## src/rtl/system86_vid_capture.sv

```systemverilog
// system86_vid_capture
//   Captures the System 86 native video bus in the clk_48m domain and turns
//   it into a FIFO-buffered pixel stream with x/y coordinates, plus per-frame
//   active-size measurement and a sticky overflow flag.
//
// Ports
//   clk_48m, rst_n            master clock, async active-low reset
//   enable                    capture enable, sampled at vsync falls
//   vid_clk, vid_data,        raw video bus; vid_clk is treated as data and
//   vid_*sync_n, vid_*blank_n edge-detected into a one-cycle strobe
//   pix_valid/ready/data/x/y  first-word-fall-through pixel stream
//   pix_sof, pix_sol          head is first pixel of frame / of line
//   frame_done                one-cycle pulse when h_active/v_active update
//   h_active, v_active        width of last line / line count of last frame
//   overflow, overflow_clr    sticky pixel-drop flag and its clear
module system86_vid_capture #(
    parameter int FIFO_DEPTH = 16,
    parameter int X_WIDTH    = 9,
    parameter int Y_WIDTH    = 9
) (
    input  logic               clk_48m,
    input  logic               rst_n,
    input  logic               enable,
    input  logic               vid_clk,
    input  logic [11:0]        vid_data,
    input  logic               vid_hsync_n,
    input  logic               vid_vsync_n,
    input  logic               vid_hblank_n,
    input  logic               vid_vblank_n,
    output logic               pix_valid,
    input  logic               pix_ready,
    output logic [11:0]        pix_data,
    output logic [X_WIDTH-1:0] pix_x,
    output logic [Y_WIDTH-1:0] pix_y,
    output logic               pix_sof,
    output logic               pix_sol,
    output logic               frame_done,
    output logic [X_WIDTH-1:0] h_active,
    output logic [Y_WIDTH-1:0] v_active,
    output logic               overflow,
    input  logic               overflow_clr
);
    localparam int AW = $clog2(FIFO_DEPTH);

    typedef struct packed {
        logic [11:0]        data;
        logic [X_WIDTH-1:0] x;
        logic [Y_WIDTH-1:0] y;
        logic               sof;
        logic               sol;
    } pix_t;

    typedef enum logic [1:0] {IDLE, WAIT, ACTIVE} state_t;

    // Line boundaries come from hblank alone; hsync carries no extra information.
    logic unused_hsync;
    assign unused_hsync = vid_hsync_n;

    // ---------------- input stage ----------------
    logic        s1_clk, s2_clk, s1_vs_n, s1_hb_n, s1_vb_n, prev_vs_n;
    logic [11:0] s1_data;
    logic        strobe, vs_fall, active;

    always_ff @(posedge clk_48m or negedge rst_n) begin
        if (!rst_n) begin
            s1_clk    <= 1'b0;
            s2_clk    <= 1'b0;
            s1_data   <= '0;
            s1_vs_n   <= 1'b1;
            s1_hb_n   <= 1'b0;
            s1_vb_n   <= 1'b0;
            prev_vs_n <= 1'b1;
        end else begin
            s1_clk  <= vid_clk;
            s2_clk  <= s1_clk;
            s1_data <= vid_data;
            s1_vs_n <= vid_vsync_n;
            s1_hb_n <= vid_hblank_n;
            s1_vb_n <= vid_vblank_n;
            // vsync history only advances with the pixel clock so a fall is
            // seen exactly once per pixel period.
            if (strobe) prev_vs_n <= s1_vs_n;
        end
    end

    assign strobe  = s1_clk & ~s2_clk;
    assign vs_fall = strobe & ~s1_vs_n & prev_vs_n;
    assign active  = s1_hb_n & s1_vb_n;

    // ---------------- FSM ----------------
    state_t state, state_nxt;
    logic   clr, proc, fend;

    always_ff @(posedge clk_48m or negedge rst_n) begin
        if (!rst_n) state <= IDLE;
        else        state <= state_nxt;
    end

    always_comb begin
        state_nxt = state;
        clr       = 1'b0;
        proc      = 1'b0;
        fend      = 1'b0;
        if (strobe) begin
            case (state)
                IDLE: if (vs_fall && enable) begin
                    clr       = 1'b1;
                    state_nxt = WAIT;
                end
                WAIT: if (active) begin
                    proc      = 1'b1;
                    state_nxt = ACTIVE;
                end
                ACTIVE: begin
                    proc = 1'b1;
                    if (vs_fall) begin
                        fend      = 1'b1;
                        clr       = enable;
                        state_nxt = enable ? WAIT : IDLE;
                    end
                end
                default: state_nxt = IDLE;
            endcase
        end
    end

    // ---------------- coordinate counters / measurement ----------------
    logic [X_WIDTH-1:0] x, x_inc, last_w;
    logic [Y_WIDTH-1:0] y, y_inc, lines, lines_inc;
    logic               line_has_px, push, line_end;

    assign push      = proc & active;
    assign line_end  = proc & ~active & line_has_px;
    assign x_inc     = (&x)     ? x     : x + X_WIDTH'(1);
    assign y_inc     = (&y)     ? y     : y + Y_WIDTH'(1);
    assign lines_inc = (&lines) ? lines : lines + Y_WIDTH'(1);

    always_ff @(posedge clk_48m or negedge rst_n) begin
        if (!rst_n) begin
            x           <= '0;
            y           <= '0;
            lines       <= '0;
            last_w      <= '0;
            line_has_px <= 1'b0;
            h_active    <= '0;
            v_active    <= '0;
            frame_done  <= 1'b0;
        end else begin
            frame_done <= fend;
            if (push) begin
                x           <= x_inc;
                line_has_px <= 1'b1;
            end
            if (line_end) begin
                last_w      <= x;
                y           <= y_inc;
                lines       <= lines_inc;
                x           <= '0;
                line_has_px <= 1'b0;
            end
            // A line end in the same strobe is folded in before publishing.
            if (fend) begin
                h_active <= line_end ? x : last_w;
                v_active <= line_end ? lines_inc : lines;
            end
            if (clr) begin
                x           <= '0;
                y           <= '0;
                lines       <= '0;
                line_has_px <= 1'b0;
            end
        end
    end

    // ---------------- pixel FIFO ----------------
    pix_t          mem [FIFO_DEPTH];
    pix_t          entry, head;
    logic [AW-1:0] wr_ptr, rd_ptr;
    logic [AW:0]   count;
    logic          full, wr, pop;

    assign entry = '{data: s1_data, x: x, y: y,
                     sof: (x == '0) && (y == '0), sol: (x == '0)};
    // Full is judged before any same-cycle pop: a pop never makes room for
    // the push happening alongside it.
    assign full = (count == (AW+1)'(FIFO_DEPTH));
    assign wr   = push & ~full;
    assign pop  = pix_valid & pix_ready;

    always_ff @(posedge clk_48m) begin
        if (wr) mem[wr_ptr] <= entry;
    end

    always_ff @(posedge clk_48m or negedge rst_n) begin
        if (!rst_n) begin
            wr_ptr   <= '0;
            rd_ptr   <= '0;
            count    <= '0;
            overflow <= 1'b0;
        end else begin
            if (wr)  wr_ptr <= wr_ptr + AW'(1);
            if (pop) rd_ptr <= rd_ptr + AW'(1);
            case ({wr, pop})
                2'b10:   count <= count + (AW+1)'(1);
                2'b01:   count <= count - (AW+1)'(1);
                default: ;
            endcase
            if (push && full)      overflow <= 1'b1;
            else if (overflow_clr) overflow <= 1'b0;
        end
    end

    // Head fields are forced to zero while empty so reset state is clean
    // without having to reset the storage array.
    assign head      = mem[rd_ptr];
    assign pix_valid = (count != '0);
    assign pix_data  = pix_valid ? head.data : '0;
    assign pix_x     = pix_valid ? head.x    : '0;
    assign pix_y     = pix_valid ? head.y    : '0;
    assign pix_sof   = pix_valid & head.sof;
    assign pix_sol   = pix_valid & head.sol;

endmodule

```

## config.mk

```make
export PLATFORM = sky130hd
export DESIGN_NAME = system86_vid_capture
export DESIGN_NICKNAME = d
export VERILOG_FILES = /design/src/rtl/system86_vid_capture.sv
export SDC_FILE = /design/constraint.sdc
export NUM_CORES = 1
export LEC_CHECK = 0
export ABC_CLOCK_PERIOD_IN_PS = 9550
export BUFFER_PORTS_ARGS = -buffer_cell sky130_fd_sc_hd__buf_2
export CORE_UTILIZATION = 66
export CTS_BUF_LIST = sky130_fd_sc_hd__clkbuf_8 sky130_fd_sc_hd__clkbuf_16
export CTS_CLUSTER_DIAMETER = 200
export DETAILED_ROUTE_END_ITERATION = 12
export PLACE_DENSITY = 0.84
export SLEW_MARGIN = 20
export SYNTH_ARGS = -nofsm -noshare
export SYNTH_HDL_FRONTEND = slang
export SYNTH_SLANG_ARGS = --single-unit
```

## constraint.sdc

```tcl
create_clock -name clk_48m -period 9.55 [get_ports clk_48m]
set_clock_uncertainty 0.15 [all_clocks]
set_input_delay 0.955 -clock clk_48m [delete_from_list [all_inputs] [get_ports clk_48m]]
set_output_delay 0.955 -clock clk_48m [all_outputs]
set_load 0.02 [all_outputs]
```

* Word-level counts from Yosys, hierarchy flattened
Memory sizes are Yosys's and may differ from the RTL's.
Index checks and enable logic that the tools add are counted.
** Word-level totals
- Register bits :: 90
- Logic and storage cells :: 107
- RAM bits :: 512
- Memories kept :: 1
- Output and inout port bits :: 53
- Input bits :: 22
** Memories
- mem :: words 16, bits a word 32, rd ports 1, clocked after Yosys merged registers in 0, write ports 1, RTL line 176 : pix_t mem [FIFO_DEPTH];
** Operators by class
- Bitwise operators :: 15
- Eq/ne operators :: 10
- Add/sub/neg operators :: 7
- Multiplexer cells :: 37
- Reduce and logical (&&, ||, !) cells :: 17
** Operators with widths (count)
- two-way mux 9 bit :: 13
- adder 9 x 1 -> 9 bit (second input constant) :: 3
- AND reduction 9 bit :: 3
- zero test 9 bit :: 2
- two-way mux 1 bit :: 16
- two-way mux 12 bit :: 1
- AND 1 bit :: 11
- one-hot mux 5 bit (2 select lines) :: 1
- adder 4 x 1 -> 4 bit (second input constant) :: 2
- != test 2 bit (second input constant) :: 4
- two-way mux 2 bit :: 3
- one-hot mux 2 bit (3 select lines) :: 1
- nonzero test 2 bit :: 3
- adder 5 x 1 -> 5 bit (second input constant) :: 1
- equality test 5 bit (second input constant) :: 1
- nonzero test 5 bit :: 1
- subtractor 5 x 1 -> 5 bit (second input constant) :: 1
- equality test 2 x 1 -> 1 bit (second input constant) :: 2
- equality test 2 bit (second input constant) :: 2
- inverter 1 bit :: 4
- one-hot mux 1 bit (2 select lines) :: 2
- AND reduction 2 bit :: 2
- AND reduction 4 bit :: 1
- logical AND 1 bit :: 3
- other kinds (3) :: 3

* Logic depth before layout (Yosys ltp)
Gate-level depths: netlist of the first run.
- Depth after elaboration :: 10
- Gate-level depth with buffers :: 16
- Gate-level depth less buffers :: 13

* Worst setup path after synthesis of the first run
OpenSTA, ideal clock, no wires.
- Kind :: register to register
- From :: reg state[0]
- To :: mem mem[3][0] (netlist name) (enable)
- Arrival :: 4.478 ns
- Data required time :: 8.898 ns
- Period minus slack after synthesis :: 5.129 ns
- Path slack :: 4.421 ns
- Stages on the path, launching flop included :: 9
- Path buffers :: 1
- Library setup time :: 0.502 ns
- Path through :: dfrtp_1 > inv_1 > ha_1 > nand3b_4 > nor2_1 > and2_1 > buf_2 > inv_1 > nor4_1
** On the way
- Cells in the longest elaborated chain, start to end :: 7
- Elaborated cells between the ends (all ways) :: 8
- Classes of those cells :: eq/ne (2); mux (4); bitwise (2)
** Ends and longest elaborated chain
- start: declaration :: RTL line 91 : state_t state, state_nxt;
- start signal: assignment :: RTL line 96 : else state <= state_nxt;
- equality test 2 bit or equality test 2 x 1 -> 1 bit (tied branches) :: RTL line 105 : case (state)
- one-hot mux 1 bit (2 select lines) * :: RTL line 105
- two-way mux 1 bit * :: RTL line 104 : if (strobe) begin
- AND 1 bit * :: RTL line 132 : assign push = proc & active;
- AND 1 bit * :: RTL line 187 : assign wr = push & ~full;
- two-way mux 1 bit * :: RTL line 191 : if (wr) mem[wr_ptr] <= entry;
- two-way mux 1 bit (not written as such) * :: RTL line 191
- end: declaration :: RTL line 176
Every way passes the cells marked *; elsewhere a longest branch is shown, timed or not.

* Worst setup path after layout of the first run
- From :: reg rd_ptr[1]
- To :: out pix_x[5]
** On the way
- Cells in the longest elaborated chain, start to end :: 2
** Ends and longest elaborated chain
- start: declaration :: RTL line 178 : logic [AW-1:0] wr_ptr, rd_ptr;
- start signal: assignment :: RTL line 202 : if (pop) rd_ptr <= rd_ptr + AW'(1);
- memory (16 x 32 bit)
- two-way mux 9 bit :: RTL line 218 : assign pix_x = pix_valid ? head.x : '0;
- end: declaration :: RTL line 33 : output logic [X_WIDTH-1:0] pix_x,
Every way passes these cells.

==> flow_summary.yaml, run 1 <==
floorplan:
  initial_core_util_pct: 67.5
  die_y_um: 190
  core_um2: 34700
  ios: 75
  die_w_um: 190
  fp-row-count: 68
  die_area_um2: 36300
sta:
  rsz0062_at_grt: "no"
  fmax_mhz: 207
  setup_slack_ns: 4.72
  hold_viol: 0
  slew_viol_final: 0
  timing.final.crit_share_pct: 50.5
  slew_headroom_pct: 28.0
  hold-worst-slack_ns: 0.196
  tns_ns: 0
  max_slew.worst_pin.slew_ns: 1.08
  finalSetupViolations: 0
  fin_crit_ns: 4.83
power:
  peakVddDrop_v: 0.000309
  leakagePower_nw: 9.05
  power.total_mw: 7.81
  cellPowerDensity_nw_per_um2: 298
finish:
  finalNetCount: 1292
  diodes: 0
  finish.utilization_pct: 75.6
  drive_gt1_share_pct: 27.6
  design_area_um2: 26200
  fin_cells: 1754
  syn_to_final_growth_pct: 11.9
setup_path:
  endpoint_kind: "output port"
  ff2ff_path_depth: 8
  r2r-start: "state[0]"
  setup.worst_path.start: "rd_ptr[1]"
  critical_path_class: "reg2out"
  worstPathArrival_ns: 3.72
  cp-start-kind: "flop"
  cp.required_ns: 8.45
  cp_max_fo: 70
global_routing:
  antenna_found_initial: 0
  grt_pass1_wl_um: 76500
  grt_usage_pct: 29.5
  grt-ovfl-total: 0
  grt_start_max_net_pins: 71
  grt_pass1_vias: 12553
synthesis:
  ys_seq_area_share_pct: 75.2
  synth_ff_type: "edfxtp_1"
  netlist_instances: 1157
  yosysWarnings: 0
  syn_nets: 1198
  syn_avg_cell_area_um2: 20.3
  yosys_register_bits: 602
  mappedNetlistArea_um2: 23400
  synth_edf_count: 512
  ys_types: 52
  async_flop_share_pct: 15.0
worst_hold_path:
  hold_path.class: "in2async"
cts:
  cts_sinks: 602
  cts_tree: "done"
  cts_setup_buffers: 0
  clk_latency_ns: 0.59
  htree_levels: 2
  clock_path_buffers: 3
  cts_root_buf: "clkbuf_16"
  postCtsHoldBufs: 0
  clkSlewWorstSetupHoldPaths_ns: 0.07
  post_cts_resized: 0
  cts_inserted_buffers: 56
routing:
  ant_nets: 0
  first_pass_iters: 7
  wl_per_cell_um: 29.4
  vias_per_cell: 6.66
  drc: 0
  dr.first_iter.drc_count: 1137
  vias: 11684
  routed_wl_um: 51500
flow_run:
  maxCapViolations: 0
place:
  dpl_worst_slack_ns: 5.32
  place_inst: 1647
  io_buffers: 73
  hpwl_um: 24900
  routabilityCongestion: 0.738
  place_area_um2: 24300
outcome:
  outcome: "finished clean"
[cell usage after synthesis (4+ instances only)]
library cell  count  area share, %
xnor2_1          11           0.41
mux2i_1          68            2.9
nor2_1           40           0.64
buf_2            10           0.21
mux4_2          128             12
ha_1             19            1.0
and3_1            8           0.21
a21oi_1           6           0.13
nand3_1           9           0.19
nor4_1            8           0.21
clkbuf_1         20           0.32
buf_4            11           0.35
mux2_2           12           0.58
nand4_1           9           0.24
nor3_1            4          0.085
nand2_1          52           0.83
edfxtp_1        512             66
o21ai_0           9           0.19
xor2_1           23           0.86
and2_1            7           0.19
a31oi_1           5           0.13
buf_1            13           0.21
and4_1            4           0.15
o22ai_1          32           0.85
inv_1            17           0.27
dfrtp_1          88            9.4
[kinds of logic after synthesis]
group	count (synthesis)	share of synthesized area (%)
XOR/XNOR	34	1.27
multiplexers	210	15.9
buffers and inverters	72	1.41
AND/OR/NAND/NOR	160	3.62
flip-flops	602	75.2
adder cells (fa/ha/maj)	19	1.01
AO/OA/AOI/OAI	60	1.60
[registers in the layout (all words and copies together), names as in the netlist, 2 cells and up]
name	flops
y	9
h_active	9
lines	9
rd_ptr	4
count	5
x	9
wr_ptr	4
s1_data	12
mem	512
state	2
v_active	9
last_w	9
[cells in the final DEF, fill, tap and decap left out, drive strengths merged, types with 2 or more instances in the layout]
cell type	synthesis	layout
nand2	53	53
nand3b	3	3
edfxtp	512	512
ha	19	19
buf	35	91
nor2	41	41
clkinvlp	0	5
dfstp	2	2
nor3b	2	2
clkbuf	20	67
and3	8	8
a21oi	7	7
a31oi	5	5
nand4	9	9
o22ai	32	32
mux4	128	128
and4	4	4
bufinv	0	3
clkinv	0	23
nor4	9	9
dfrtp	88	88
nand2b	3	3
and2	7	7
xnor2	11	11
nor4b	3	3
inv	17	25
nand3	9	9
mux2	14	14
o21ai	9	9
mux2i	68	68
nor3	5	5
xor2	23	23
[worst max-delay path: stages, from the launching register on]
cell,delay (ns)
dfrtp_4,1.02
buf_4,0.91
mux4_2,0.40
mux2i_1,0.11
o22ai_1,0.39
buf_2,0.26
[path summary, 6_finish.rpt]
path	end	slack (ns)
min in group clk_48m	s1_data[7]	0.31
setup reg to reg	mem[8][20]	5.86
max in group asynchronous	rd_ptr[3]	7.78
setup / recovery	pix_x[5]	4.72
hold reg to reg	h_active[2]	0.33
hold / removal	v_active[7]	0.20
[cell type report]
type                            instances  area (um2)
Multi-Input combinational cell        483        5570
Inverter                               17        63.8
Clock buffer                           67        1590
Clock inverter                         39         284
Tap cell                              455         569
Fill cell                            1827        8480
Sequential cell                       602       17600
Timing Repair Buffer                   91         519
[per-layer routing]
metal | part of all wire [%] | global-route usage [%] | up-vias
li1 | - | - | 4854
met5 | 0 | 0 | -
met3 | 8.4 | 4.77 | 88
met4 | 2.5 | 10.1 | 0
met2 | 52 | 50.5 | 662
met1 | 37 | 39.1 | 6080
[report_power, final]
| part | switching, mW | internal, mW | total, mW | leakage (nW) |
|---|---|---|---|---|
| clock | 0.971 | 1.27 | 2.24 | 0.942 |
| combinational | 1.05 | 0.907 | 1.96 | 2.41 |
| sequential | 0.437 | 3.18 | 3.61 | 5.69 |
No activity file was read; power rests on OpenSTA's default activity.
==> inputs of run 2 (changes only) <==
- ABC_AREA: default -> 1
- ABC_CLOCK_PERIOD_IN_PS: 9550 -> 4930
- CORE_UTILIZATION: 66 -> 62
- PLACE_DENSITY: 0.84 -> 0.79
- clock period: 9.55 -> 4.93 ns (I/O delays scaled with it)
==> run 2 against run 1 <==
Against the previous run:
- worst hold slack worse by 0.16 ns
- critical path depth up 4
- final area up 6.6%
- die area up 13%
- combinational power rose to 2.5 times the previous value
- sequential cell count unchanged
- area after synthesis up 6.6%
- via count up 45%
- setup slack worse by 3.8 ns
- utilization down 5.2 points
- non-clock buffer count up 30
- largest cell class unchanged
- largest power group unchanged
==> flow_summary.yaml, run 2 <==
outcome:
  outcome: "finished clean"
synthesis:
  ys_top_cells_by_area: "edfxtp_1 (62%), nand2_1 (12%), dfrtp_1 (8.8%)"
  syn_avg_cell_area_um2: 11.2
  synth_commonest_cells: "nand2_1 (813), edfxtp_1 (512), nand3_1 (431)"
  yosysTopAreaCellShare_pct: 61.5
  yosys_register_bits: 602
  synthAdderAreaFrac_pct: 0.951
  synth_top_family_by_area: "simple AND/OR/NAND/NOR gates"
  ys_seq_area_share_pct: 70.5
  yosys.area_share.simple_pct: 22.6
  synth_edf_count: 512
  synth_ff_type: "edfxtp_1"
  mappedNetlistArea_um2: 25000
  synth.largest_area_cell: "edfxtp_1"
  synth_xor_area_share_pct: 0.421
  synth_compound_area_share_pct: 1.67
  yosysWarnings: 0
  netlist_instances: 2222
  syn_nets: 2263
  muxShareOfSynthArea_pct: 0
  ys_types: 40
  synth_most_common_cell: "nand2_1"
  async_flop_share_pct: 15.0
power:
  leakagePower_nw: 11.0
  peakVddDrop_v: 0.000600
  cellPowerDensity_nw_per_um2: 568
  power.total_mw: 15.9
place:
  io_buffers: 73
  hpwl_um: 29700
  routabilityCongestion: 0.807
  place_area_um2: 25700
cts:
  clkSlewWorstSetupHoldPaths_ns: 0.06
  cts_setup_buffers: 0
  cts_tree: "done"
  post_cts_resized: 0
  htree_levels: 2
  cts_sinks: 602
  cts_inserted_buffers: 57
  clock_path_buffers: 3
  cts_root_buf: "clkbuf_16"
  clk_latency_ns: 0.61
routing:
  vias_per_cell: 5.94
  wl_per_cell_um: 20.4
  dr.first_iter.drc_count: 1744
  first_pass_iters: 5
  drc: 0
  ant_nets: 0
  routed_wl_um: 58300
  vias: 16979
floorplan:
  ios: 75
  core_um2: 39700
  fp-row-count: 73
  die_w_um: 203
  die_area_um2: 41100
  die_y_um: 203
  initial_core_util_pct: 62.9
sta:
  fmax_mhz: 247
  rsz0062_at_grt: "no"
  tns_ns: 0
  max_slew.worst_pin.slew_ns: 1.02
  hold_viol: 0
  timing.final.crit_share_pct: 82.2
  slew_headroom_pct: 32.2
  finalSetupViolations: 0
  hold-worst-slack_ns: 0.0356
  fin_crit_ns: 4.05
  slew_viol_final: 0
finish:
  design_area_um2: 28000
  layout_commonest_cell: "nand2_1"
  top_regs: "mem (512), s1_data (12)"
  largest_reg_flops: 512
  largest-register: "mem"
  syn_to_final_growth_pct: 11.9
  final_cell_mix: "nand2_1 (813), edfxtp_1 (512), nand3_1 (431)"
  finish.utilization_pct: 70.4
  finalNetCount: 2324
  drive_gt1_share_pct: 10.2
global_routing:
  gr-usage-met1_pct: 39.0
  groute.layer.met3.usage_pct: 4.74
  grt_start_max_net_pins: 259
  met2_usage_pct: 47.4
  antenna_found_initial: 1
  top_usage_layer: "met2"
  grt_usage_pct: 29.0
  grt_pass1_vias: 16584
  grt_pass1_wl_um: 90100
  grt-ovfl-total: 0
setup_path:
  cp-start-kind: "flop"
  cp_max_fo: 122
  critical_path_class: "reg2out"
  endpoint_kind: "output port"
  crit_slowest_cell: "clkinv_4"
  worstPathArrival_ns: 3.41
  path_cells: "clkinv_4 > buf_4 > nand2_1 > nand3_1 > nand3_1 > nand2_1 > nand2_1 > a21oi_1 > buf_2"
  cpPeakStageDelay_ns: 0.67
  cp_common_cell: "nand2_1"
  cp.required_ns: 4.29
worst_hold_path:
  hold_path.class: "in2reg"
flow_run:
  maxCapViolations: 0
==> run 2: changes by cell type in the layout (fill, tap and decap cells not counted), sizes merged, moves of 39 or more <==
cell / change
nand3: +424
inv: +48
a21oi: +39
nand2: +766
mux2i: -68
mux4: -128
==> run 2: cell type report <==
type	count	area (um2)
flip-flops and latches	602	17600
fillers	2618	11800
multi-input cells	1438	6540
clock buffers	71	1640
repair buffers	121	818
well taps	525	657
clock inverters	37	419
inverters	63	248
diodes	1	2.50
==> run 2: layer usage <==
metal | part of all wire, % | vias to the layer above | wire (um)
li1 | - | 7759 | -
met1 | 39 | 8192 | 22400
met2 | 49 | 901 | 28600
met3 | 9.2 | 127 | 5390
met4 | 3.2 | 0 | 1840
met5 | 0 | - | 0
==> run 2: final timing paths <==
| path | startpoint | to | slack (ns) | cells past startpoint |
|---|---|---|---|---|
| max | rd_ptr[0] | pix_x[1] | 0.88 | 9 |
| min | pix_ready | rd_ptr[0] | 0.04 | 3 |
| max reg2reg | state[0] | mem[10][1] | 1.57 | 9 |
| min reg2reg | s1_clk | s2_clk | 0.25 | 0 |
| max in group asynchronous | rst_n | rd_ptr[1] | 3.18 | 3 |
| min in group asynchronous | rst_n | s1_data[0] | 0.33 | 2 |
==> run 2: cell families after synthesis <==
group / count (synthesis)
AND/OR/NAND/NOR: 1326
flip-flops: 602
buffers and inverters: 182
AO/OA/AOI/OAI: 81
adder cells (fa/ha/maj): 19
XOR/XNOR: 12
==> run 2: power by group <==
part	internal [mW]	total [mW]	switching, mW
logic	1.48	4.99	3.51
clock network	2.86	4.71	1.85
registers	5.84	6.18	0.336
total	10.2	15.9	5.69
==> run 2: through the flow <==
stage	worst slack [ns]	cells
after floorplan	1.64	2222
after detailed placement	1.60	2730
after global placement	1.67	2730
after global routing	0.734	2857
final	0.879	2858
after CTS	0.931	2856
==> run 2: worst max-delay path: cells and delay by family (launching register included) <==
| kind | cells | cell delay, ns |
|---|---|---|
| AOI/OAI and AO/OA | 1 | 0.25 |
| buffers and inverters | 3 | 1.44 |
| DFF | 1 | 0.50 |
| and+or+nand+nor | 5 | 0.52 |
==> run 2: what timing repair did <==
action	4_1_cts	5_1_grt
hold endpoints to repair	61	0
setup endpoints to repair	0	0
hold buffers	18	0
